$ cat src/rtl/seq_gen_pkg.sv
// rtl/seq_gen_pkg.sv - shared types and helpers for the pattern generator
package seq_gen_pkg;

    typedef enum logic [1:0] {
        MODE_LOOP     = 2'd0,
        MODE_ONESHOT  = 2'd1,
        MODE_PINGPONG = 2'd2
    } mode_e;

    typedef enum logic [1:0] {
        ST_IDLE = 2'd0,
        ST_RUN  = 2'd1,
        ST_DONE = 2'd2
    } state_e;

    // Zero or oversize lengths collapse to the full table.
    function automatic int unsigned sanitise_len(int unsigned len, int unsigned depth);
        return (len == 0 || len > depth) ? depth : len;
    endfunction

    function automatic mode_e sanitise_mode(logic [1:0] m);
        case (m)
            2'd1:    return MODE_ONESHOT;
            2'd2:    return MODE_PINGPONG;
            default: return MODE_LOOP;
        endcase
    endfunction

endpackage

$ cat src/rtl/seq_idx_ctrl.sv
// rtl/seq_idx_ctrl.sv - next index and direction for the active traversal mode
module seq_idx_ctrl
    import seq_gen_pkg::*;
#(
    parameter int AW = 3
) (
    input  logic [AW-1:0] idx,
    input  logic          dir,
    input  logic [1:0]    mode_q,
    input  logic [AW:0]   len_q,
    output logic [AW-1:0] next_idx,
    output logic          next_dir,
    output logic          at_last,
    output logic          at_end
);

    logic [AW:0] top_w;
    logic        at_top;

    assign top_w  = len_q - (AW+1)'(1);
    assign at_top = ({1'b0, idx} == top_w);

    always_comb begin
        next_idx = idx;
        next_dir = dir;
        case (mode_q)
            MODE_PINGPONG: begin
                if (len_q == (AW+1)'(1)) begin
                    next_idx = '0;
                    next_dir = 1'b0;
                end else if (!dir) begin
                    // Turn at the top so the endpoint is emitted only once.
                    if (at_top) begin
                        next_idx = idx - AW'(1);
                        next_dir = 1'b1;
                    end else begin
                        next_idx = idx + AW'(1);
                    end
                end else begin
                    if (idx == '0) begin
                        next_idx = AW'(1);
                        next_dir = 1'b0;
                    end else begin
                        next_idx = idx - AW'(1);
                    end
                end
            end
            MODE_ONESHOT: begin
                if (!at_top)
                    next_idx = idx + AW'(1);
            end
            default: begin
                next_idx = at_top ? '0 : idx + AW'(1);
            end
        endcase
    end

    assign at_last = !dir && at_top;
    assign at_end  = at_last && (mode_q == MODE_ONESHOT);

endmodule

$ cat src/rtl/seq_pattern_gen.sv
// rtl/seq_pattern_gen.sv - programmable table pattern streamer with valid/ready
module seq_pattern_gen
    import seq_gen_pkg::*;
#(
    parameter int                      DATA_W = 8,
    parameter int                      DEPTH  = 8,
    parameter logic [DATA_W*DEPTH-1:0] INIT   = 64'h8D0BE2FF78E2BCAF,
    localparam int                     AW     = $clog2(DEPTH)
) (
    input  logic              clk,
    input  logic              reset_n,
    input  logic              enable,
    input  logic              restart,
    input  logic [1:0]        mode,
    input  logic [AW:0]       len,
    input  logic              wr_en,
    input  logic [AW-1:0]     wr_addr,
    input  logic [DATA_W-1:0] wr_data,
    output logic [DATA_W-1:0] data,
    output logic              valid,
    input  logic              ready,
    output logic              last,
    output logic              done
);

    localparam logic [AW:0] DEPTH_W = (AW+1)'(DEPTH);

    logic [DATA_W-1:0] tbl_q [DEPTH];
    state_e            state_q;
    mode_e             mode_q;
    logic [AW:0]       len_q;
    logic [AW-1:0]     idx_q;
    logic              dir_q;
    logic              valid_q;
    logic              done_q;

    logic [AW-1:0]     next_idx;
    logic              next_dir;
    logic              at_last;
    logic              at_end;
    logic              fire;
    logic [AW:0]       len_s;

    assign fire  = valid_q & ready;
    assign len_s = (AW+1)'(sanitise_len(32'(len), DEPTH));

    always_ff @(posedge clk or negedge reset_n) begin
        if (!reset_n) begin
            for (int i = 0; i < DEPTH; i++)
                tbl_q[i] <= INIT[i*DATA_W +: DATA_W];
        end else if (wr_en && ({1'b0, wr_addr} < DEPTH_W)) begin
            tbl_q[wr_addr] <= wr_data;
        end
    end

    seq_idx_ctrl #(.AW(AW)) u_idx_ctrl (
        .idx      (idx_q),
        .dir      (dir_q),
        .mode_q   (mode_q),
        .len_q    (len_q),
        .next_idx (next_idx),
        .next_dir (next_dir),
        .at_last  (at_last),
        .at_end   (at_end)
    );

    always_ff @(posedge clk or negedge reset_n) begin
        if (!reset_n) begin
            state_q <= ST_IDLE;
            mode_q  <= MODE_LOOP;
            len_q   <= DEPTH_W;
            idx_q   <= '0;
            dir_q   <= 1'b0;
            valid_q <= 1'b0;
            done_q  <= 1'b0;
        end else if (restart) begin
            state_q <= ST_IDLE;
            mode_q  <= sanitise_mode(mode);
            len_q   <= len_s;
            idx_q   <= '0;
            dir_q   <= 1'b0;
            valid_q <= 1'b0;
            done_q  <= 1'b0;
        end else begin
            case (state_q)
                ST_IDLE: begin
                    if (enable) begin
                        state_q <= ST_RUN;
                        valid_q <= 1'b1;
                    end
                end
                ST_RUN: begin
                    if (fire && at_end) begin
                        state_q <= ST_DONE;
                        valid_q <= 1'b0;
                        done_q  <= 1'b1;
                    end else begin
                        // An accepted word still advances when enable drops alongside it.
                        if (fire) begin
                            idx_q <= next_idx;
                            dir_q <= next_dir;
                        end
                        if (!enable) begin
                            state_q <= ST_IDLE;
                            valid_q <= 1'b0;
                        end
                    end
                end
                ST_DONE: begin
                end
                default: begin
                    state_q <= ST_IDLE;
                    valid_q <= 1'b0;
                end
            endcase
        end
    end

    assign data  = tbl_q[idx_q];
    assign valid = valid_q;
    assign last  = valid_q & at_last;
    assign done  = done_q;

endmodule

$ cat config.mk
export PLATFORM = sky130hd
export DESIGN_NAME = seq_pattern_gen
export DESIGN_NICKNAME = d
export VERILOG_FILES = /design/src/rtl/seq_gen_pkg.sv /design/src/rtl/seq_idx_ctrl.sv /design/src/rtl/seq_pattern_gen.sv
export SDC_FILE = /design/constraint.sdc
export NUM_CORES = 1
export LEC_CHECK = 0
export BUFFER_PORTS_ARGS = -buffer_cell sky130_fd_sc_hd__buf_2
export CAP_MARGIN = 20
export CORE_MARGIN = 2
export CORE_UTILIZATION = 55
export DETAILED_ROUTE_END_ITERATION = 8
export GPL_ROUTABILITY_DRIVEN = 0
export MAX_ROUTING_LAYER = met4
export PLACE_DENSITY = 0.78
export SYNTH_ARGS = -nofsm -noshare
export SYNTH_HDL_FRONTEND = slang
export SYNTH_SLANG_ARGS = --single-unit
$ cat constraint.sdc
create_clock -name clk -period 3.6 [get_ports clk]
set_clock_uncertainty 0.1 [all_clocks]
set_input_delay 0.18 -clock clk [delete_from_list [all_inputs] [get_ports clk]]
set_output_delay 0.18 -clock clk [all_outputs]
set_load 0.02 [all_outputs]
==> flow_metrics.env <==
export IMPL_regToRegSetupSlack_ns=1.16
export IMPL_cts_sinks=77
export IMPL_io_pins=34
export IMPL_ant_nets=0
export IMPL_power_share_switching_pct=26.0
export IMPL_p_leak_uw=0.00184
export IMPL_hpwl_um=5230
export IMPL_die_w_um=87.9
export IMPL_clk_pin_slew_ns=0.08
export IMPL_cts_setup_buffers=0
export IMPL_rr_worst_depth=7
export IMPL_route_detailed_drc=0
export IMPL_clk_path_buf_depth=2
export IMPL_rows=30
export IMPL_peakVddDrop_mv=0.319
export IMPL_grt_ovfl_total=0
export IMPL_synth_compound_area_share_pct=5.59
export IMPL_slowest_delay_ns=0.68
export IMPL_required_ns=3.32
export IMPL_yosysWarnings=0
export IMPL_worst_path_buf_inv=2
export IMPL_crit_path_frequent_cell="nand2_1"
export IMPL_avgSynthCellArea_um2=13.0
export IMPL_setup_tns_ns=0
export IMPL_path_class="register to output port"
export IMPL_power_share_clock_pct=29.8
export IMPL_setup_viol=0
export IMPL_num_antenna_cells=0
export IMPL_drive_gt1_share_pct=51.9
export IMPL_cts_htree_levels=3
export IMPL_hold_viol_final=0
export IMPL_path_cells="buf_4 > mux4_2 > nand2_1 > nand2_1 > buf_2"
export IMPL_relSlewSlack_pct=35.7
export IMPL_cts_made_buffers=9
export IMPL_numPortBuffers=33
export IMPL_crit_fanout=11
export IMPL_startpoint_type="register"
export IMPL_min_path_type="input pin to register"
export IMPL_first_pass_iters=4
export IMPL_p_sw_uw=616
export IMPL_grt_pass1_vias=2591
export IMPL_synth_xor_area_share_pct=0.904
export IMPL_crit_arrival_ns=2.24
export IMPL_detail_route_wirelength_um=7810
export IMPL_max_freq_mhz=397
export IMPL_ys_types=43
export IMPL_finalMaxSlewViolations=0
export IMPL_min_to="mode_q[1]"
export IMPL_dieArea_mm2=0.00773
export IMPL_vias=2541
export IMPL_startpoint="idx_q[0]"
export IMPL_max_cap_violations=0
export IMPL_worst_pin_slew_ns=0.959
export IMPL_cellPowerDensity_mw_per_mm2=536
export IMPL_grt_pass1_wl_um=12800
export IMPL_yosys_area_share_simple_pct=9.66
export IMPL_holdCritStartpoint="mode[0]"
export IMPL_end_kind="output port"
export IMPL_track_usage_pct=23.3
export IMPL_cts_hold_fix_buffers=9
export IMPL_drt_iter0_drc=156
export IMPL_cts_tree="done"
export IMPL_ctsResizeCount=0
export IMPL_cts_root_buf="clkbuf_8"
export IMPL_synth_cells=297
export IMPL_min_period_over_period_pct=70.0
export IMPL_crit_reg2reg_capture="idx_q[2]"
export IMPL_synth_adder_area_share_pct=2.26
export IMPL_rsz0062_at_grt="false"
export IMPL_clock_latency_ns=0.35
export IMPL_syn_to_final_growth_pct=13.9
export IMPL_holdPathStages=3
export IMPL_synth_seq_cells=77
export IMPL_ys_seq_area_share_pct=51.0
export IMPL_seqPwrFrac_pct=50.5
export IMPL_whs_ns=0.0223
export IMPL_synth_top_family_by_area="multiplexers"
export IMPL_r2r_start="idx_q[1]"
export IMPL_die_height_um=87.9
export IMPL_initial_core_util_pct=57.0
export IMPL_nets=368
export IMPL_wl_per_cell_um=17.8
export IMPL_slowest_stage="dfrtp_1"
export IMPL_cp_top_family="flip-flops"
export IMPL_synth_area_mm2=0.00387
export IMPL_yosys_mux_area_fraction_pct=27.9
export IMPL_status="complete, no violations"
export IMPL_antenna_found_initial=0
export IMPL_min_period_ns=2.52
export IMPL_syn_num_nets=327
export IMPL_via_per_inst=5.79
export IMPL_grt_max_degree=44
export IMPL_internal_power_uw=1750
export IMPL_core_area_mm2=0.00679
export IMPL_p_comb_share_pct=19.7
-- through the flow --
stage	instance area [um2]	utilization [%]	total power [uW]	instances	setup WS (ns)
2_1_floorplan	3870	-	1530	297	1.56
3_3_place_gp	4110	60.5	1640	414	1.40
3_5_place_dp	4110	60.5	1670	414	1.23
4_1_cts	4410	64.9	2380	439	1.00
5_1_grt	4410	64.9	2470	439	0.927
6_report	4410	64.9	2360	439	1.08
-- state kept, by name, summed over array words and instances, names as in the netlist --
register / cells
dir_q: 1
done: 1
idx_q: 3
len_q: 4
mode_q: 2
state_q: 2
tbl_q: 64
-- worst max path at each step --
stage          slack, ns  cells after the start  endpoint
4_1_cts             1.00                      5   data[0]
6_report            1.08                      5   data[0]
2_1_floorplan       1.56                      9  idx_q[0]
3_3_place_gp        1.40                      7  idx_q[2]
5_1_grt             0.93                      5   data[0]
3_5_place_dp        1.23                      7  idx_q[2]
-- cell usage after synthesis, drive strengths merged --
library cell / n / area share [%]
inv: 9 / 0.87
or2: 1 / 0.16
o22ai: 4 / 0.65
o211a: 1 / 0.26
o21a: 1 / 0.19
dfstp: 39 / 26
nand2: 36 / 3.5
xor2: 3 / 0.68
nor2: 10 / 0.97
dfrtp: 38 / 25
o32a: 1 / 0.29
a21oi: 8 / 1.0
ha: 7 / 2.3
nand4b: 5 / 1.1
nand3b: 1 / 0.19
a211oi: 3 / 0.71
clkinv: 1 / 0.097
o211ai: 1 / 0.19
and3b: 1 / 0.23
o32ai: 1 / 0.23
nand4: 1 / 0.16
xnor2: 1 / 0.23
mux4: 16 / 9.3
a31oi: 3 / 0.48
nand2b: 2 / 0.32
o31ai: 1 / 0.19
nor3b: 4 / 1.0
mux2: 64 / 19
nor4: 1 / 0.16
o21ai: 7 / 0.90
nor3: 4 / 0.78
and2: 1 / 0.16
clkbuf: 8 / 0.78
nor2b: 4 / 0.65
or3b: 1 / 0.23
a311oi: 2 / 0.45
buf: 6 / 0.94
-- cells by family (layout without fill, tap and decap cells) --
logic type,count (synthesis),count (layout)
multiplexers,80,80
XOR/XNOR,4,4
buffers and inverters,24,70
flip-flops,77,77
AND/OR/NAND/NOR,72,72
adder cells (fa/ha/maj),7,7
AO/OA/AOI/OAI,33,33
-- worst register-to-register path: cells and delay by family, from the launching register on --
kind,cells,cell delay (ns)
flops,1,0.89
compound gates,4,0.74
buf+inv,1,0.18
fa+ha+maj,1,0.25
simple gates,1,0.14
-- power by group through the flow --
stage	Clock, uW	Combinational, uW	Sequential, uW
after floorplan	0	361	1160
after global placement	0	444	1200
after detailed placement	0	460	1210
after CTS	719	470	1190
after global routing	753	506	1210
final	705	466	1190
-- per-layer routing --
metal  global-route usage (%)  part of all wire, %  wire length, um
met1                     29.5                   43             3370
met2                     37.3                   50             3920
met3                     4.62                  4.3              338
met4                     9.37                  2.2              171
met5                        -                    0                0
-- layout make-up --
class / count / area, um2
clock inverters: 7 / 90.1
inverters: 10 / 37.5
fillers: 493 / 2380
clock buffers: 9 / 124
multi-input cells: 196 / 1790
repair buffers: 44 / 270
flip-flops and latches: 77 / 1980
well taps: 96 / 120
-- placed cells by master, fill, tap and decap left out, types with 3 or more instances in the layout --
| cell | instances |
|---|---|
| buf_2 | 33 |
| nand2_1 | 36 |
| o22ai_1 | 4 |
| a31oi_1 | 3 |
| nor2b_1 | 4 |
| mux2_2 | 64 |
| a21oi_1 | 8 |
| ha_1 | 7 |
| o21ai_0 | 6 |
| xor2_1 | 3 |
| clkbuf_8 | 9 |
| dfstp_2 | 39 |
| dfrtp_1 | 38 |
| dlygate4sd3_1 | 9 |
| nor2_1 | 10 |
| inv_1 | 9 |
| clkinv_2 | 3 |
| mux4_2 | 16 |
| nand4b_1 | 5 |
Note: power is estimated with default switching activity, not from simulation.
